===== src/rtl/hci_core_decoupler_pkg.sv =====
// Shared flit types and helpers for the per-channel HCI core decoupler.
package hci_core_decoupler_pkg;

    localparam int unsigned DW = 32;
    localparam int unsigned AW = 32;
    localparam int unsigned BW = DW / 8;
    localparam int unsigned UW = 2;
    localparam int unsigned IW = 4;
    localparam int unsigned EW = 1;

    typedef struct packed {
        logic [AW-1:0] add;
        logic          wen;
        logic [BW-1:0] be;
        logic [DW-1:0] data;
        logic [UW-1:0] user;
        logic [IW-1:0] id;
        logic [EW-1:0] ecc;
    } hci_core_req_flit_t;

    typedef struct packed {
        logic [DW-1:0] r_data;
        logic [UW-1:0] r_user;
        logic [IW-1:0] r_id;
        logic          r_opc;
        logic [EW-1:0] r_ecc;
    } hci_core_resp_flit_t;

    function automatic logic [3:0] pack_flags(
        input logic req_full,
        input logic req_empty,
        input logic resp_full,
        input logic resp_empty
    );
        return {req_full, req_empty, resp_full, resp_empty};
    endfunction

endpackage


===== src/rtl/hci_core_decoupler_checker.sv =====
// Protocol and occupancy properties of the decoupler, kept apart from the datapath.
module hci_core_decoupler_checker #(
    parameter int unsigned REQ_DEPTH  = 2,
    parameter int unsigned RESP_DEPTH = 2,
    parameter int unsigned PLW        = 8
) (
    input logic                          clk_i,
    input logic                          rst_i,
    input logic                          clear_i,
    input logic                          ini_req,
    input logic                          ini_gnt,
    input logic [PLW-1:0]                ini_payload,
    input logic                          resp_push,
    input logic                          resp_full,
    input logic                          inflight,
    input logic [$clog2(REQ_DEPTH):0]    req_count,
    input logic [$clog2(RESP_DEPTH):0]   resp_count
);

    localparam int unsigned RQ_CW = $clog2(REQ_DEPTH) + 1;
    localparam int unsigned RS_CW = $clog2(RESP_DEPTH) + 1;

    a_resp_no_overflow: assert property (@(posedge clk_i) disable iff (rst_i)
        resp_push |-> !resp_full);

    a_req_count_bound: assert property (@(posedge clk_i) disable iff (rst_i)
        req_count <= RQ_CW'(REQ_DEPTH));

    a_resp_count_bound: assert property (@(posedge clk_i) disable iff (rst_i)
        resp_count <= RS_CW'(RESP_DEPTH));

    a_credit_bound: assert property (@(posedge clk_i) disable iff (rst_i)
        ({1'b0, resp_count} + {{RS_CW{1'b0}}, inflight}) <= (RS_CW + 1)'(RESP_DEPTH));

    a_req_stable: assert property (@(posedge clk_i) disable iff (rst_i)
        (ini_req && !ini_gnt && !clear_i) |=> (ini_req && $stable(ini_payload)));

endmodule


===== src/rtl/hci_core_decoupler_fifo.sv =====
// Generic synchronous FIFO without fall-through; push while full is accepted only with a pop.
module hci_core_decoupler_fifo
    import hci_core_decoupler_pkg::*;
#(
    parameter int unsigned DEPTH = 2,
    parameter type T = logic
) (
    input  logic                     clk_i,
    input  logic                     rst_i,
    input  logic                     clear_i,
    input  logic                     push,
    input  T                         push_data,
    input  logic                     pop,
    output T                         pop_data,
    output logic                     full,
    output logic                     empty,
    output logic [$clog2(DEPTH):0]   count
);

    localparam int unsigned PW = $clog2(DEPTH);
    localparam int unsigned CW = PW + 1;

    T               mem_r [DEPTH];
    logic [PW-1:0]  wptr_r;
    logic [PW-1:0]  rptr_r;
    logic [CW-1:0]  count_r;
    logic [CW-1:0]  count_nxt_s;
    logic           full_s;
    logic           empty_s;
    logic           push_ok_s;
    logic           pop_ok_s;

    assign full_s    = (count_r == CW'(DEPTH));
    assign empty_s   = (count_r == {CW{1'b0}});
    assign pop_ok_s  = pop & ~empty_s;
    assign push_ok_s = push & (~full_s | pop_ok_s);

    // Occupancy update from the accepted push/pop pair.
    always_comb begin
        count_nxt_s = count_r;
        case ({push_ok_s, pop_ok_s})
            2'b10:   count_nxt_s = count_r + CW'(1'b1);
            2'b01:   count_nxt_s = count_r - CW'(1'b1);
            default: count_nxt_s = count_r;
        endcase
    end

    // Pointers and count; clear takes priority over any push or pop.
    always_ff @(posedge clk_i or posedge rst_i) begin
        if (rst_i) begin
            wptr_r  <= {PW{1'b0}};
            rptr_r  <= {PW{1'b0}};
            count_r <= {CW{1'b0}};
        end else if (clear_i) begin
            wptr_r  <= {PW{1'b0}};
            rptr_r  <= {PW{1'b0}};
            count_r <= {CW{1'b0}};
        end else begin
            if (push_ok_s) wptr_r <= wptr_r + PW'(1'b1);
            if (pop_ok_s)  rptr_r <= rptr_r + PW'(1'b1);
            count_r <= count_nxt_s;
        end
    end

    // Storage array; contents are meaningless outside the valid window, so no reset.
    always_ff @(posedge clk_i) begin
        if (push_ok_s && !clear_i) mem_r[wptr_r] <= push_data;
    end

    assign pop_data = mem_r[rptr_r];
    assign full     = full_s;
    assign empty    = empty_s;
    assign count    = count_r;

endmodule


===== src/rtl/hci_core_decoupler.sv =====
// Elastic request/response stage in front of the TCDM mux; issue is credit-gated so
// every response already owns a slot when it returns.
module hci_core_decoupler
    import hci_core_decoupler_pkg::*;
#(
    parameter int unsigned REQ_DEPTH  = 2,
    parameter int unsigned RESP_DEPTH = 2
) (
    input  logic          clk_i,
    input  logic          rst_i,
    input  logic          clear_i,
    // streamer side
    input  logic          tcdm_target_req,
    output logic          tcdm_target_gnt,
    input  logic [AW-1:0] tcdm_target_add,
    input  logic          tcdm_target_wen,
    input  logic [BW-1:0] tcdm_target_be,
    input  logic [DW-1:0] tcdm_target_data,
    input  logic [UW-1:0] tcdm_target_user,
    input  logic [IW-1:0] tcdm_target_id,
    input  logic [EW-1:0] tcdm_target_ecc,
    output logic [DW-1:0] tcdm_target_r_data,
    output logic          tcdm_target_r_valid,
    input  logic          tcdm_target_r_ready,
    output logic [UW-1:0] tcdm_target_r_user,
    output logic [IW-1:0] tcdm_target_r_id,
    output logic          tcdm_target_r_opc,
    output logic [EW-1:0] tcdm_target_r_ecc,
    output logic          tcdm_target_egnt,
    output logic          tcdm_target_r_evalid,
    // mux side
    output logic          tcdm_initiator_req,
    input  logic          tcdm_initiator_gnt,
    output logic [AW-1:0] tcdm_initiator_add,
    output logic          tcdm_initiator_wen,
    output logic [BW-1:0] tcdm_initiator_be,
    output logic [DW-1:0] tcdm_initiator_data,
    output logic [UW-1:0] tcdm_initiator_user,
    output logic [IW-1:0] tcdm_initiator_id,
    output logic [EW-1:0] tcdm_initiator_ecc,
    input  logic [DW-1:0] tcdm_initiator_r_data,
    input  logic          tcdm_initiator_r_valid,
    output logic          tcdm_initiator_r_ready,
    input  logic [UW-1:0] tcdm_initiator_r_user,
    input  logic [IW-1:0] tcdm_initiator_r_id,
    input  logic          tcdm_initiator_r_opc,
    input  logic [EW-1:0] tcdm_initiator_r_ecc,
    output logic          tcdm_initiator_ereq,
    output logic          tcdm_initiator_r_eready,
    output logic [3:0]    flags_o
);

    localparam int unsigned RQ_CW = $clog2(REQ_DEPTH) + 1;
    localparam int unsigned RS_CW = $clog2(RESP_DEPTH) + 1;

    hci_core_req_flit_t   req_in_s;
    hci_core_req_flit_t   req_head_s;
    hci_core_resp_flit_t  resp_in_s;
    hci_core_resp_flit_t  resp_head_s;

    logic               req_push_s;
    logic               req_pop_s;
    logic               req_full_s;
    logic               req_empty_s;
    logic [RQ_CW-1:0]   req_count_s;
    logic               resp_push_s;
    logic               resp_pop_s;
    logic               resp_full_s;
    logic               resp_empty_s;
    logic [RS_CW-1:0]   resp_count_s;
    logic [RS_CW:0]     credits_used_s;
    logic               ini_req_s;
    logic               inflight_r;

    assign req_in_s = '{add:  tcdm_target_add,  wen: tcdm_target_wen, be: tcdm_target_be,
                        data: tcdm_target_data, user: tcdm_target_user,
                        id:   tcdm_target_id,   ecc: tcdm_target_ecc};

    assign resp_in_s = '{r_data: tcdm_initiator_r_data, r_user: tcdm_initiator_r_user,
                         r_id:   tcdm_initiator_r_id,   r_opc:  tcdm_initiator_r_opc,
                         r_ecc:  tcdm_initiator_r_ecc};

    assign req_push_s  = tcdm_target_req & ~req_full_s;
    assign req_pop_s   = ini_req_s & tcdm_initiator_gnt;
    // A response is only accepted when a grant is outstanding; stray r_valid is dropped.
    assign resp_push_s = tcdm_initiator_r_valid & inflight_r;
    assign resp_pop_s  = ~resp_empty_s & tcdm_target_r_ready;

    // Raise a request only when the in-flight and buffered responses leave a free slot.
    always_comb begin
        credits_used_s = {1'b0, resp_count_s} + {{RS_CW{1'b0}}, inflight_r};
        if (!req_empty_s && (credits_used_s < (RS_CW + 1)'(RESP_DEPTH))) begin
            ini_req_s = 1'b1;
        end else begin
            ini_req_s = 1'b0;
        end
    end

    // Outstanding-grant flag for the fixed one-cycle response latency.
    always_ff @(posedge clk_i or posedge rst_i) begin
        if (rst_i) begin
            inflight_r <= 1'b0;
        end else if (clear_i) begin
            inflight_r <= 1'b0;
        end else begin
            inflight_r <= req_pop_s | (inflight_r & ~tcdm_initiator_r_valid);
        end
    end

    hci_core_decoupler_fifo #(
        .DEPTH (REQ_DEPTH),
        .T     (hci_core_req_flit_t)
    ) u_req_fifo (
        .clk_i     (clk_i),
        .rst_i     (rst_i),
        .clear_i   (clear_i),
        .push      (req_push_s),
        .push_data (req_in_s),
        .pop       (req_pop_s),
        .pop_data  (req_head_s),
        .full      (req_full_s),
        .empty     (req_empty_s),
        .count     (req_count_s)
    );

    hci_core_decoupler_fifo #(
        .DEPTH (RESP_DEPTH),
        .T     (hci_core_resp_flit_t)
    ) u_resp_fifo (
        .clk_i     (clk_i),
        .rst_i     (rst_i),
        .clear_i   (clear_i),
        .push      (resp_push_s),
        .push_data (resp_in_s),
        .pop       (resp_pop_s),
        .pop_data  (resp_head_s),
        .full      (resp_full_s),
        .empty     (resp_empty_s),
        .count     (resp_count_s)
    );

    assign tcdm_target_gnt      = ~req_full_s;
    assign tcdm_target_r_valid  = ~resp_empty_s;
    assign tcdm_target_r_data   = resp_head_s.r_data;
    assign tcdm_target_r_user   = resp_head_s.r_user;
    assign tcdm_target_r_id     = resp_head_s.r_id;
    assign tcdm_target_r_opc    = resp_head_s.r_opc;
    assign tcdm_target_r_ecc    = resp_head_s.r_ecc;
    assign tcdm_target_egnt     = 1'b1;
    assign tcdm_target_r_evalid = 1'b0;

    assign tcdm_initiator_req     = ini_req_s;
    assign tcdm_initiator_add     = req_head_s.add;
    assign tcdm_initiator_wen     = req_head_s.wen;
    assign tcdm_initiator_be      = req_head_s.be;
    assign tcdm_initiator_data    = req_head_s.data;
    assign tcdm_initiator_user    = req_head_s.user;
    assign tcdm_initiator_id      = req_head_s.id;
    assign tcdm_initiator_ecc     = req_head_s.ecc;
    assign tcdm_initiator_r_ready = 1'b1;
    assign tcdm_initiator_ereq    = 1'b0;
    assign tcdm_initiator_r_eready = 1'b1;

    assign flags_o = pack_flags(req_full_s, req_empty_s, resp_full_s, resp_empty_s);

    hci_core_decoupler_checker #(
        .REQ_DEPTH  (REQ_DEPTH),
        .RESP_DEPTH (RESP_DEPTH),
        .PLW        ($bits(hci_core_req_flit_t))
    ) u_checker (
        .clk_i       (clk_i),
        .rst_i       (rst_i),
        .clear_i     (clear_i),
        .ini_req     (ini_req_s),
        .ini_gnt     (tcdm_initiator_gnt),
        .ini_payload (req_head_s),
        .resp_push   (resp_push_s),
        .resp_full   (resp_full_s),
        .inflight    (inflight_r),
        .req_count   (req_count_s),
        .resp_count  (resp_count_s)
    );

endmodule


===== config.mk =====
export PLATFORM = sky130hd
export DESIGN_NAME = hci_core_decoupler
export DESIGN_NICKNAME = d
export VERILOG_FILES = /design/src/rtl/hci_core_decoupler_pkg.sv /design/src/rtl/hci_core_decoupler_checker.sv /design/src/rtl/hci_core_decoupler_fifo.sv /design/src/rtl/hci_core_decoupler.sv
export SDC_FILE = /design/constraint.sdc
export NUM_CORES = 1
export LEC_CHECK = 0
export CORE_MARGIN = 3
export CORE_UTILIZATION = 40
export CTS_CLUSTER_SIZE = 24
export DETAILED_ROUTE_END_ITERATION = 10
export GPL_TIMING_DRIVEN = 0
export HOLD_SLACK_MARGIN = 0.12
export PLACE_DENSITY = 0.76
export SETUP_SLACK_MARGIN = 0.02
export SLEW_MARGIN = 20
export SYNTH_ARGS = -nofsm -noshare
export SYNTH_HDL_FRONTEND = slang
export SYNTH_SLANG_ARGS = --single-unit

===== constraint.sdc =====
create_clock -name clk_i -period 9.6 [get_ports clk_i]
set_clock_uncertainty 0.05 [all_clocks]
set_input_delay 1.92 -clock clk_i [delete_from_list [all_inputs] [get_ports clk_i]]
set_output_delay 1.92 -clock clk_i [all_outputs]
set_load 0.02 [all_outputs]

* Yosys cells after proc, flatten, opt, wreduce, memory -nomap -nowiden
Memory sizes are Yosys's and may differ from the RTL's.
Cells that the tools add are included.
W data, S select, Z words.
** Word-level totals
- Memory bits (writable) :: 232
- Register bits after elaboration :: 9
- Output and inout port bits :: 128
- Memories :: 2
- Input bits :: 123
- Logic and storage cells :: 73
** Cells by class
- Bitwise operators :: 17
- Reduce and logical (&&, ||, !) cells :: 13
- Equality and inequality tests :: 6
- $lt $le $gt $ge :: 1
- Add/subtract/negate cells :: 9
- Multiplexer cells :: 18
** Memories
- u_req_fifo.mem_r :: words 2, bits a word 76, rd ports 1, clocked after memory_dff 0, wr ports 1, RTL line hci_core_decoupler_fifo.sv:23 : T mem_r [DEPTH];
- u_resp_fifo.mem_r :: words 2, bits a word 40, rd ports 1, clocked after memory_dff 0, wr ports 1, RTL line hci_core_decoupler_fifo.sv:23
** Operators with widths (count)
- $mux W1 :: 14
- $and A1 B1 Y1 :: 9
- $eq A2 B2 Y1 const B :: 4
- $pmux W2 S2 :: 2
- $reduce_bool A2 Y1 :: 4
- $reduce_bool A3 Y1 :: 2
- $not A1 Y1 :: 5
- $add A1 B1 Y1 const B :: 4
- $add A2 B1 Y2 const B :: 2
- $eq A2 B1 Y1 const B :: 2
- $logic_not A2 Y1 :: 2
- $mux W2 :: 2
- $sub A2 B1 Y2 const B :: 2
- $add A2 B1 Y3 :: 1
- $logic_and A1 B1 Y1 :: 3
- $lt A3 B2 Y1 const B :: 1
- $or A1 B1 Y1 :: 3
- $logic_not A1 Y1 :: 2

* Logic depth before layout (Yosys ltp)
Gate-level depths: netlist of the first run.
- Word-level depth :: 11
- Gate-level depth with buffers :: 5
- Depth with buffers taken out :: 4

* By module
From an unflattened synthesis of the first run, not the netlist that was laid out.
** Unflattened totals
- Cells, all modules :: 441
- Area total of the unflattened synthesis :: 9193.8 um2
** Modules (own cells, without submodules)
- hci_core_decoupler_fifo at u_req_fifo :: cells an instance 265, instances 1, seq. area each 4664.5 um2, area an instance 5864.4 um2
- hci_core_decoupler_fifo at u_resp_fifo :: cells an instance 153, instances 1, seq. area each 2502.4 um2, area an instance 3154.3 um2
- hci_core_decoupler :: cells an instance 23, instances 1, seq. area each 25.0 um2, area an instance 175.2 um2

* Least setup slack after synthesis of the first run
Ideal clock, no wire load.
- Path kind :: input -> register
- Start point :: input clear_i
- End point :: memory u_req_fifo.mem_r[1][0] (netlist bit), enable pin
- Setup time :: 0.619 ns
- Path buffers :: 1
- Arrival :: 7.714 ns
- Stages on the path :: 2
- Required time :: 8.931 ns
- Slack :: 1.216 ns
- Path through :: clkbuf_1 nor3b_1
** Between the ends
- Word-level cells in the longest chain between the ends :: 4
** Ends and longest elaborated chain
- start, declared :: RTL line hci_core_decoupler.sv:11 : input logic clear_i,
- $logic_not A1 Y1 :: RTL line hci_core_decoupler_fifo.sv:67 : if (push_ok_s && !clear_i) mem_r[wptr_r] <= push_data;
- $logic_and A1 B1 Y1 :: RTL line hci_core_decoupler_fifo.sv:67
- $mux W1 :: RTL line hci_core_decoupler_fifo.sv:67
- $mux W1 (implied by the code) :: RTL line hci_core_decoupler_fifo.sv:67
- end, declared :: RTL line hci_core_decoupler_fifo.sv:23
Every way passes these cells.

* Worst setup path in the final report of the first run
- Start point :: register u_resp_fifo.rptr_r
- End point :: output tcdm_target_r_id[3]
** Between the ends
- Word-level cells in the longest chain between the ends :: 1
** Ends and longest elaborated chain
- start, declared :: RTL line hci_core_decoupler_fifo.sv:25 : logic [PW-1:0] rptr_r;
- start signal, assigned :: RTL line hci_core_decoupler_fifo.sv:52 : rptr_r <= {PW{1'b0}};
- start signal, assigned :: RTL line hci_core_decoupler_fifo.sv:56 : rptr_r <= {PW{1'b0}};
- start signal, assigned :: RTL line hci_core_decoupler_fifo.sv:60 : if (pop_ok_s) rptr_r <= rptr_r + PW'(1'b1);
- $mem_v2 Z2 W40
- end, declared :: RTL line hci_core_decoupler.sv:26 : output logic [IW-1:0] tcdm_target_r_id,
Every way passes these cells.

==> summary.md, run 1 <==
| Metric | Value |
|---|---|
| Crit-path max cell delay | between 0.5 and 0.6 ns |
| First-pass GRT wire length | 29.2 mm |
| Diode count | 0 |
| Fmax | ~230 MHz |
| Worst Hold Path EP | u_resp_fifo.count[0] |
| Critical path's top delay family | buffers and inverters |
| DR WL met2 | 8.93 mm |
| Cell Area, Synth | between 9000 and 10000 µm² |
| Tot GR Track Use | 15.0% |
| Critical Path AT | 2.34 ns |
| Drt pass-1 iters | 4 |
| RSZ-0062 raised after global routing | no |
| Status | finished clean |
| Cell Pwr Density | 182 nW/µm² |
| Residual DRC | 0 |
| TritonCTS buffer count | 25 |
| PostCTS Resize Cnt | 0 |
| FP Rows | 54 |
| Setup_tns | 0 ns |
| Met3 WL | 2.37 mm |
| Post-CTS Hold Buffers | 0 |
| Non-Filler Instances | 1043 |
| Worst setup slack after layout | 5.29 ns |
| Met1 WL | 7.20 mm |
| WL final | 18.9 mm |
| CTS Root Buffer Type | clkbuf_16 |
| Tmin final | approximately 4.3 ns |
| DR vias | 5020 |
| Relative slew slack | between 60% and 70% |
| CP required | around 7.6 ns |
| Die area | 24400 µm² |
| Most common cell after layout, fill and taps aside | clkdlybuf4s50_1 |
| Reg-to-reg setup timing slack | 6.97 ns |
| Seq cells post-synth | between 200 and 250 |
| Reg2reg end | u_req_fifo.mem_r[1][4] |
| WP depth | 4 |
| CP cell instances | clkbuf_1 > buf_2 > mux2_2 > clkdlybuf4s50_1 |
| Max-slew violation count | 0 |
| Synth Area per Inst | 20.5 µm² |
| Vert. Die Dim | about 160 µm |
| Min-delay src | u_resp_fifo.count[0] |
| Tcrit/Tclk final | ~45% |
| Post-detailed-route wirelength per cell | 18.1 µm |
| Port-buffer cells | 245 |
| Crit Path Max Fanout | 10 |
| Post-CTS Setup Inserts | 0 |
| VDD IR max | 159 µV |
| Critical Path Source Type | flop |
| Share of layout cells above drive strength 1 | 28.3% |
| Inst Count DP | 997 |
| Max layer used | met4 |
| Synth cell types | 40 |
| CTS tree | built |
| CTS Sinks | 241 |
| RD Place Congestion | 0.788 |
| Detail Route Antenna Nets | 0 |
| Mapped Cells | 440 |
| Total grt overflow | 0 |
| Leak Pwr | 4.40 nW |
| I/O pins | 251 |
| Core Area | 22000 µm² |
| Initial DRC count | roughly 180 |
| Latest clock arrival within the worst-skew pair | 0.50 ns |
| Setup violators final | 0 |
| Critical path's slowest cell | clkdlybuf4s50_1 |
| Max clock buf depth | 3 |
| Nets | 867 |
| Hold_ws | 0.544 ns |
| Crit path buffers/inverters | 3 |
| Worst-Margin Slew | 0.510 ns |
| Final HPWL DP | 13.9 mm |
| Setup Crit Path Kind | flop to primary output |
| Pre-CTS setup slack | 4.77 ns |
| Final Hold Viols | 0 |
| H-tree depth | 1 |
| Worst reg-to-reg path cell count | 8 |
| Synthesis-to-finish area growth | 42.0% |
| DR vias/cell | just under 5 |
| Yosys warnings | 0 |
| Hold path depth | 2 |
| Initial antenna violation count | 0 |
| Starting density of the core | 41.0% |
| Worst setup EP type | primary output |
| Register area share after synthesis | 79.6% |
| Die width | 156 µm |
| Commonest non-fill, non-tap cells in the layout | clkdlybuf4s50_1, edfxtp_1, mux2_2 |
| RR Startpoint | u_req_fifo.count[0] |
| Worst-path clk slew | 0.06 ns |
| Largest net degree at the start of global routing | 14 |
| Worst Hold Class | flop to flop |
| Number of global-route vias before repair | roughly 5.4k |
| Max-cap violations | 0 |
[power breakdown]
part | leakage (nW) | internal (W) | total, W | switching, W
clock network | 0.360 | 0.000504 | 0.000874 | 0.000370
logic | 1.81 | 0.000147 | 0.000270 | 0.000123
registers | 2.24 | 0.00118 | 0.00119 | 0.00000711
[cells in the mapped netlist]
| cell type | number | area, µm² |
|---|---|---|
| inv_1 | 4 | 15.0 |
| nand3b_1 | 1 | 7.51 |
| and3b_1 | 1 | 8.76 |
| nand2_1 | 5 | 18.8 |
| nor3b_2 | 2 | 25.0 |
| or2_2 | 1 | 6.26 |
| nor3_1 | 2 | 10.0 |
| buf_6 | 1 | 11.3 |
| o31ai_1 | 1 | 7.51 |
| xor2_1 | 1 | 8.76 |
| a31oi_1 | 1 | 6.26 |
| a211o_1 | 1 | 8.76 |
| a221o_2 | 1 | 11.3 |
| dfrtp_1 | 9 | 225 |
| inv_4 | 1 | 6.26 |
| clkbuf_1 | 2 | 7.51 |
| inv_2 | 1 | 3.75 |
| nand2b_4 | 1 | 13.8 |
| or3_1 | 2 | 12.5 |
| buf_2 | 11 | 55.1 |
| nor2_1 | 4 | 15.0 |
| buf_4 | 12 | 90.1 |
| nor4_1 | 1 | 6.26 |
| a31o_1 | 1 | 8.76 |
| nor4_2 | 1 | 12.5 |
| xnor2_1 | 1 | 8.76 |
| o2bb2ai_1 | 1 | 8.76 |
| a21oi_1 | 3 | 15.0 |
| conb_1 | 2 | 7.51 |
| o211ai_1 | 1 | 7.51 |
| nor2b_1 | 4 | 25.0 |
| and2_1 | 1 | 6.26 |
| a211oi_1 | 2 | 15.0 |
| mux2_2 | 117 | 1320 |
| o21ba_2 | 2 | 20.0 |
| nor3b_1 | 1 | 7.51 |
| o21ai_0 | 3 | 15.0 |
| nor4b_1 | 1 | 8.76 |
| edfxtp_1 | 232 | 6970 |
| nand2_2 | 1 | 6.26 |
[registers in the layout, indices dropped and copies added (netlist names), 2 cells and up]
signal	count
u_req_fifo.mem_r	152
u_resp_fifo.mem_r	80
u_req_fifo.count	2
u_resp_fifo.count	2
[final cells by class]
cell class	instances	area, µm²
fill	1646	9190
sequential	241	7190
timing repair buffer	274	2670
multi-input combinational	170	1690
clock buffer	31	648
tap	280	350
buffer	26	164
clock inverter	15	98.8
inverter	6	25.0
[metrics by stage]
stage	instance area [µm²]	power (W)	utilization, %
after global routing	12800	0.00243	58.3
after floorplan	9050	0.00134	-
final	12800	0.00234	58.3
after global placement	11900	0.00148	53.8
after detailed placement	12100	0.00148	54.9
after CTS	12800	0.00237	58.3
[worst min-delay path: cells and delay by family, from the launching register on]
| kind | cells | cell delay, ns |
|---|---|---|
| flops | 1 | 0.32 |
| compound gates | 1 | 0.08 |
| buf+inv | 1 | 0.16 |
[cell families (layout without fill, tap and decap cells)]
group           after synthesis  after routing  share of synthesized area (%)
xor+xnor                      2              2                          0.194
flops                       241            241                           79.6
other cells                   2              5                         0.0831
compound gates               17             17                           1.37
mux                         117            117                           14.6
simple gates                 29             29                           2.10
buf+inv                      32            352                           2.09
[routing by layer]
metal | track usage [%] | up-vias
li1 | - | 2323
met1 | 17.4 | 2437
met2 | 24.9 | 233
met3 | 7.30 | 27
met4 | 4.09 | 0
met5 | 0 | -
[worst max path at each step]
stage,start,to
6_report,u_resp_fifo.rptr_r,tcdm_target_r_id[3]
3_5_place_dp,clear_i,u_req_fifo.mem_r[1][4]
4_1_cts,u_req_fifo.rptr_r,tcdm_initiator_add[14]
3_3_place_gp,clear_i,u_req_fifo.mem_r[1][72]
2_1_floorplan,clear_i,u_req_fifo.mem_r[1][0]
5_1_grt,clear_i,u_req_fifo.mem_r[1][23]
Note: power is estimated with default switching activity, not from simulation.
==> run 2: changes to the inputs <==
- clock period: 9.6 -> 4.2 ns (I/O delays scaled with it)
==> summary.md, run 2 (synthesis results as in run 1) <==
| Metric | Value |
|---|---|
| Status | finished clean |
| Critical Path Source Type | flop |
| Residual DRC | 0 (unchanged) |
| H-tree depth | 1 (unchanged) |
| Fin area | 13000 µm² (+1.4%) |
| Total grt overflow | 0 (unchanged) |
| VDD IR max | 362 µV (+130%) |
| Max-slew violation count | 0 (unchanged) |
| Detail Route Antenna Nets | 0 (unchanged) |
| Dpl cell area | 12100 µm² (+0.28%) |
| Drt pass-1 iters | 4 (unchanged) |
| Diode count | 0 (unchanged) |
| Setup Crit Path Kind | flop to primary output |
| WL final | 19.4 mm (+2.7%) |
| Reg-to-reg setup timing slack | 1.61 ns (-5.36 ns) |
| Vert. Die Dim | 156 µm (unchanged) |
| Sequential cell area | 7190 µm² (unchanged) |
| Post-route core utilization | 59.1% (+0.79 points) |
| Die area | 24400 µm² (unchanged) |
| Largest net degree at the start of global routing | 18 (+4) |
| Critical Path AT | 2.37 ns (+0.03 ns) |
| DR vias/cell | 4.81 (-0.14%) |
| Post-CTS Setup Inserts | 0 (unchanged) |
| Fill count | 1587 (-3.6%) |
| Non-Filler Instances | 1032 (-1.1%) |
| Core Area | 22000 µm² (unchanged) |
| CTS Sinks | 241 (unchanged) |
| Tot GR Track Use | 15.3% (+0.28 points) |
| Cell Pwr Density | 435 nW/µm² (+140%) |
| PostCTS Resize Cnt | 0 (unchanged) |
| Fmax | 306 MHz |
| Worst setup EP type | primary output |
| FP Rows | 54 (unchanged) |
| Largest regs | u_req_fifo.mem_r: 152 flops, u_resp_fifo.mem_r: 80 flops |
| Total power draw | 0.00566 W (+140%) |
| Final HPWL DP | 13.8 mm (-0.98%) |
| TritonCTS buffer count | 26 (+4.0%) |
| First-pass GRT wire length | 29.3 mm (+0.36%) |
| Initial antenna violation count | 0 (unchanged) |
| Tcrit/Tclk final | 77.7% |
| RD Place Congestion | 0.800 (+1.5%) |
| Initial DRC count | 212 (+21%) |
| Final Hold Viols | 0 (unchanged) |
| Post-CTS Hold Buffers | 0 (unchanged) |
| Most flops, register | u_req_fifo.mem_r |
| Worst-Margin Slew | 0.835 ns (+0.325 ns) |
| DR vias | 4960 (-1.2%) |
| Tmin final | 3.26 ns |
| Worst Hold Class | flop to flop |
| Share of layout cells above drive strength 1 | 28.5% (+0.15 points) |
| Inst Count DP | 984 (-1.3%) |
| I/O pins | 251 (unchanged) |
| Crit Path Max Fanout | 10 (unchanged) |
| Max clock buf depth | 3 (unchanged) |
| Multi-input combinational cell area | 1720 µm² (+1.8%) |
| CTS Root Buffer Type | clkbuf_16 |
| Leak Pwr | 4.42 nW (+0.48%) |
| Worst-path clk slew | 0.06 ns (about the same) |
| CP required | 3.31 ns (-4.32 ns) |
| RSZ-0062 raised after global routing | no |
| Synthesis-to-finish area growth | 44.0% |
| Setup_tns | 0 ns (unchanged) |
| Latest clock arrival within the worst-skew pair | 0.52 ns (+0.02 ns) |
| Max reg flops | 152 (unchanged) |
| Relative slew slack | 44.1% (-22 points) |
| Number of global-route vias before repair | 5423 (-0.22%) |
| CTS tree | built |
| Port-buffer cells | 245 (unchanged) |
| Setup violators final | 0 (unchanged) |
| Most common cell after layout, fill and taps aside | clkdlybuf4s50_1 |
| Die width | 156 µm (unchanged) |
| Max-cap violations | 0 (unchanged) |
| Post-detailed-route wirelength per cell | 18.8 µm (+3.8%) |
| Commonest non-fill, non-tap cells in the layout | clkdlybuf4s50_1, edfxtp_1, mux2_2 |
| Nets | 855 (-1.4%) |
| Starting density of the core | 41.0% (unchanged) |
==> run 2: changes by cell type in the layout (fill, tap and decap cells not counted), sizes merged <==
cell | previous run | this run
buf | 53 | 40
clkinv | 12 | 11
inv | 7 | 6
bufinv | 1 | 4
clkbuf | 33 | 31
clkinvlp | 1 | 4
==> run 2: area by class of cell <==
type,count,area share [%]
Buffer,26,1.26
Clock buffer,29,5.25
Clock inverter,19,1.57
Inverter,6,0.192
Multi-Input combinational cell,170,13.2
Sequential cell,241,55.3
Tap cell,280,2.69
Timing Repair Buffer,261,20.5
==> run 2: worst max-delay path, stage by stage, from the launching register on <==
cell             delay, ns
dfrtp_1               0.33
buf_2                 0.21
buf_6                 0.18
buf_4                 0.20
mux2_2                0.36
clkdlybuf4s50_1       0.58
==> run 2: worst paths after layout <==
path,end,cells past startpoint,startpoint
max,tcdm_initiator_add[11],5,u_req_fifo.rptr_r
min,u_resp_fifo.count[0],2,u_resp_fifo.count[0]
max reg2reg,u_req_fifo.mem_r[1][45],7,u_req_fifo.count[0]
min reg2reg,u_resp_fifo.count[0],2,u_resp_fifo.count[0]
max in group asynchronous,u_req_fifo.wptr_r,2,rst_i
min in group asynchronous,u_resp_fifo.wptr_r,2,rst_i
==> run 2: power by group <==
group / switching (W) / total, W / internal, W
Clock: 0.000894 / 0.00231 / 0.00141
Sequential: 0.0000177 / 0.00273 / 0.00271
Combinational: 0.000287 / 0.000626 / 0.000339
Total: 0.00120 / 0.00566 / 0.00446
==> run 2: through the flow <==
step,setup WS [ns],hold WS (ns)
2_1_floorplan,-0.427,0.498
3_3_place_gp,-2.55,0.511
3_5_place_dp,0.537,0.544
4_1_cts,0.842,0.553
5_1_grt,0.811,0.584
6_report,0.936,0.550
==> run 2: metal layers <==
layer	global-route usage [%]	vias up	wire (µm)
met4	3.75	0	284
li1	-	2303	-
met5	0	-	0
met2	26.1	230	9440
met1	17.8	2402	7390
met3	6.61	25	2280
==> run 3: changes to the inputs <==
- clock period: 4.2 -> 3.2 ns (I/O delays scaled with it)
==> summary.md, run 3 (synthesis results as in run 1) <==
| Metric | Value |
|---|---|
| Die area | 24400 µm² (unchanged) |
| Worst Hold Class | input pin to async pin |
| Port-buffer cells | 245 (unchanged) |
| Setup_tns | 0 ns (unchanged) |
| Critical Path Source Type | flop |
| Most common cell after layout, fill and taps aside | clkdlybuf4s50_1 |
| Max reg flops | 152 (unchanged) |
| Detail Route Antenna Nets | 0 (unchanged) |
| Fin area | 13000 µm² (-0.11%) |
| CTS tree | built |
| Critical Path End | tcdm_target_r_id[0] |
| RD Place Congestion | 0.793 (-0.89%) |
| Synthesis-to-finish area growth | 43.8% |
| Dpl cell area | 12100 µm² (+0.13%) |
| Relative slew slack | 49.5% (+5.4 points) |
| Post-detailed-route wirelength per cell | 18.5 µm (-1.4%) |
| CTS Sinks | 241 (unchanged) |
| Max-slew violation count | 0 (unchanged) |
| Post-CTS Setup Inserts | 0 (unchanged) |
| Core Area | 22000 µm² (unchanged) |
| Status | finished clean |
| Worst setup slack after layout | 0.185 ns (-0.751 ns) |
| Critical Path AT | 2.32 ns (-0.05 ns) |
| Max clock buf depth | 3 (unchanged) |
| Leak Pwr | 4.43 nW (about the same) |
| Worst-path clk slew | 0.06 ns (about the same) |
| Reg2reg end | u_req_fifo.mem_r[1][46] |
| Largest regs | u_req_fifo.mem_r: 152 flops, u_resp_fifo.mem_r: 80 flops |
| Initial antenna violation count | 0 (unchanged) |
| H-tree depth | 1 (unchanged) |
| Max-cap violations | 0 (unchanged) |
| Die width | 156 µm (unchanged) |
| Post-CTS Hold Buffers | 0 (unchanged) |
| VDD IR max | 510 µV (+41%) |
| Crit Path Max Fanout | 10 (unchanged) |
| Share of layout cells above drive strength 1 | 28.0% (-0.49 points) |
| Drt pass-1 iters | 4 (unchanged) |
| Number of global-route vias before repair | 5429 (+0.11%) |
| DR vias/cell | 4.79 (-0.43%) |
| Starting density of the core | 41.0% (unchanged) |
| Tcrit/Tclk final | around 94% |
| FP Rows | 54 (unchanged) |
| Worst reg-to-reg path cell count | 6 (-1) |
| Fmax | 332 MHz |
| Reg-to-reg setup timing slack | 0.81 ns (-0.80 ns) |
| Initial DRC count | 187 (-12%) |
| CTS Root Buffer Type | clkbuf_16 |
| Final Hold Viols | 0 (unchanged) |
| Worst setup EP type | primary output |
| CP required | 2.51 ns (-0.80 ns) |
| Tmin final | 3.01 ns |
| Tot GR Track Use | 15.1% (-0.21 points) |
| Final HPWL DP | 13.9 mm (+0.73%) |
| Cell Pwr Density | 566 nW/µm² (+30%) |
| RR Startpoint | u_req_fifo.count[0] |
| Total grt overflow | 0 (unchanged) |
| DR vias | 4934 (-0.52%) |
| Setup violators final | 0 (unchanged) |
| Pre-CTS setup slack | 0.00613 ns (-0.531 ns) |
| Commonest non-fill, non-tap cells in the layout | clkdlybuf4s50_1, edfxtp_1, mux2_2 |
| Nets | 855 (unchanged) |
| First-pass GRT wire length | 29.0 mm (-1.1%) |
| I/O pins | 251 (unchanged) |
| Total power draw | 0.00735 W (+30%) |
| Most flops, register | u_req_fifo.mem_r |
| Residual DRC | 0 (unchanged) |
| Post-route core utilization | 59.0% (-0.062 points) |
| Latest clock arrival within the worst-skew pair | 0.51 ns (about the same) |
| TritonCTS buffer count | 26 (unchanged) |
| Diode count | 0 (unchanged) |
| Critical path origin | u_resp_fifo.rptr_r |
| PostCTS Resize Cnt | 0 (unchanged) |
| Worst-Margin Slew | 0.757 ns (-0.0782 ns) |
| Vert. Die Dim | 156 µm (unchanged) |
| Setup Crit Path Kind | flop to primary output |
| WL final | 19.1 mm (-1.5%) |
| RSZ-0062 raised after global routing | no |
| Largest net degree at the start of global routing | 18 (unchanged) |
-- run 3: metal layers --
layer / global-route usage, % / wire (µm) / up-vias
met1: 17.1 / 7370 / 2381
li1: - / - / 2298
met4: 3.92 / 319 / 0
met3: 6.64 / 2200 / 27
met2: 26.0 / 9210 / 228
met5: 0 / 0 / -
-- run 3: worst min path at each step --
stage / from / to / slack (ns) / cells after the start
floorplan: rst_i / inflight_r / 0.42 / 1
global placement: u_resp_fifo.count[0] / u_resp_fifo.count[0] / 0.53 / 2
detailed placement: u_resp_fifo.count[0] / u_resp_fifo.count[0] / 0.55 / 2
CTS: rst_i / u_resp_fifo.rptr_r / 0.34 / 2
global route: rst_i / u_req_fifo.count[0] / 0.36 / 2
finish: rst_i / u_resp_fifo.rptr_r / 0.35 / 2
-- run 3: power breakdown --
group	switching [W]	leakage [nW]	total [W]	internal (W)
Sequential	0.0000229	2.24	0.00358	0.00355
Clock	0.00114	0.418	0.00296	0.00182
Combinational	0.000373	1.77	0.000819	0.000447
-- run 3: through the flow --
| stage | hold slack (ns) | instances |
|---|---|---|
| after floorplan | 0.418 | 443 |
| after global placement | 0.531 | 968 |
| after detailed placement | 0.548 | 984 |
| after CTS | 0.343 | 1031 |
| after global routing | 0.356 | 1031 |
| final | 0.350 | 1031 |
-- run 3: area by class of cell --
cell class / count / area (µm²)
Sequential cell: 241 / 7190
Buffer: 26 / 185
Timing Repair Buffer: 261 / 2660
Tap cell: 280 / 350
Clock inverter: 13 / 176
Inverter: 6 / 25.0
Fill cell: 1598 / 9030
Multi-Input combinational cell: 170 / 1720
Clock buffer: 34 / 681
-- run 3: critical path, cell delays in order, from the launching register on --
cell	delay [ns]
dfrtp_1	0.33
clkbuf_1	0.24
buf_2	0.32
mux2_2	0.37
clkdlybuf4s50_1	0.56
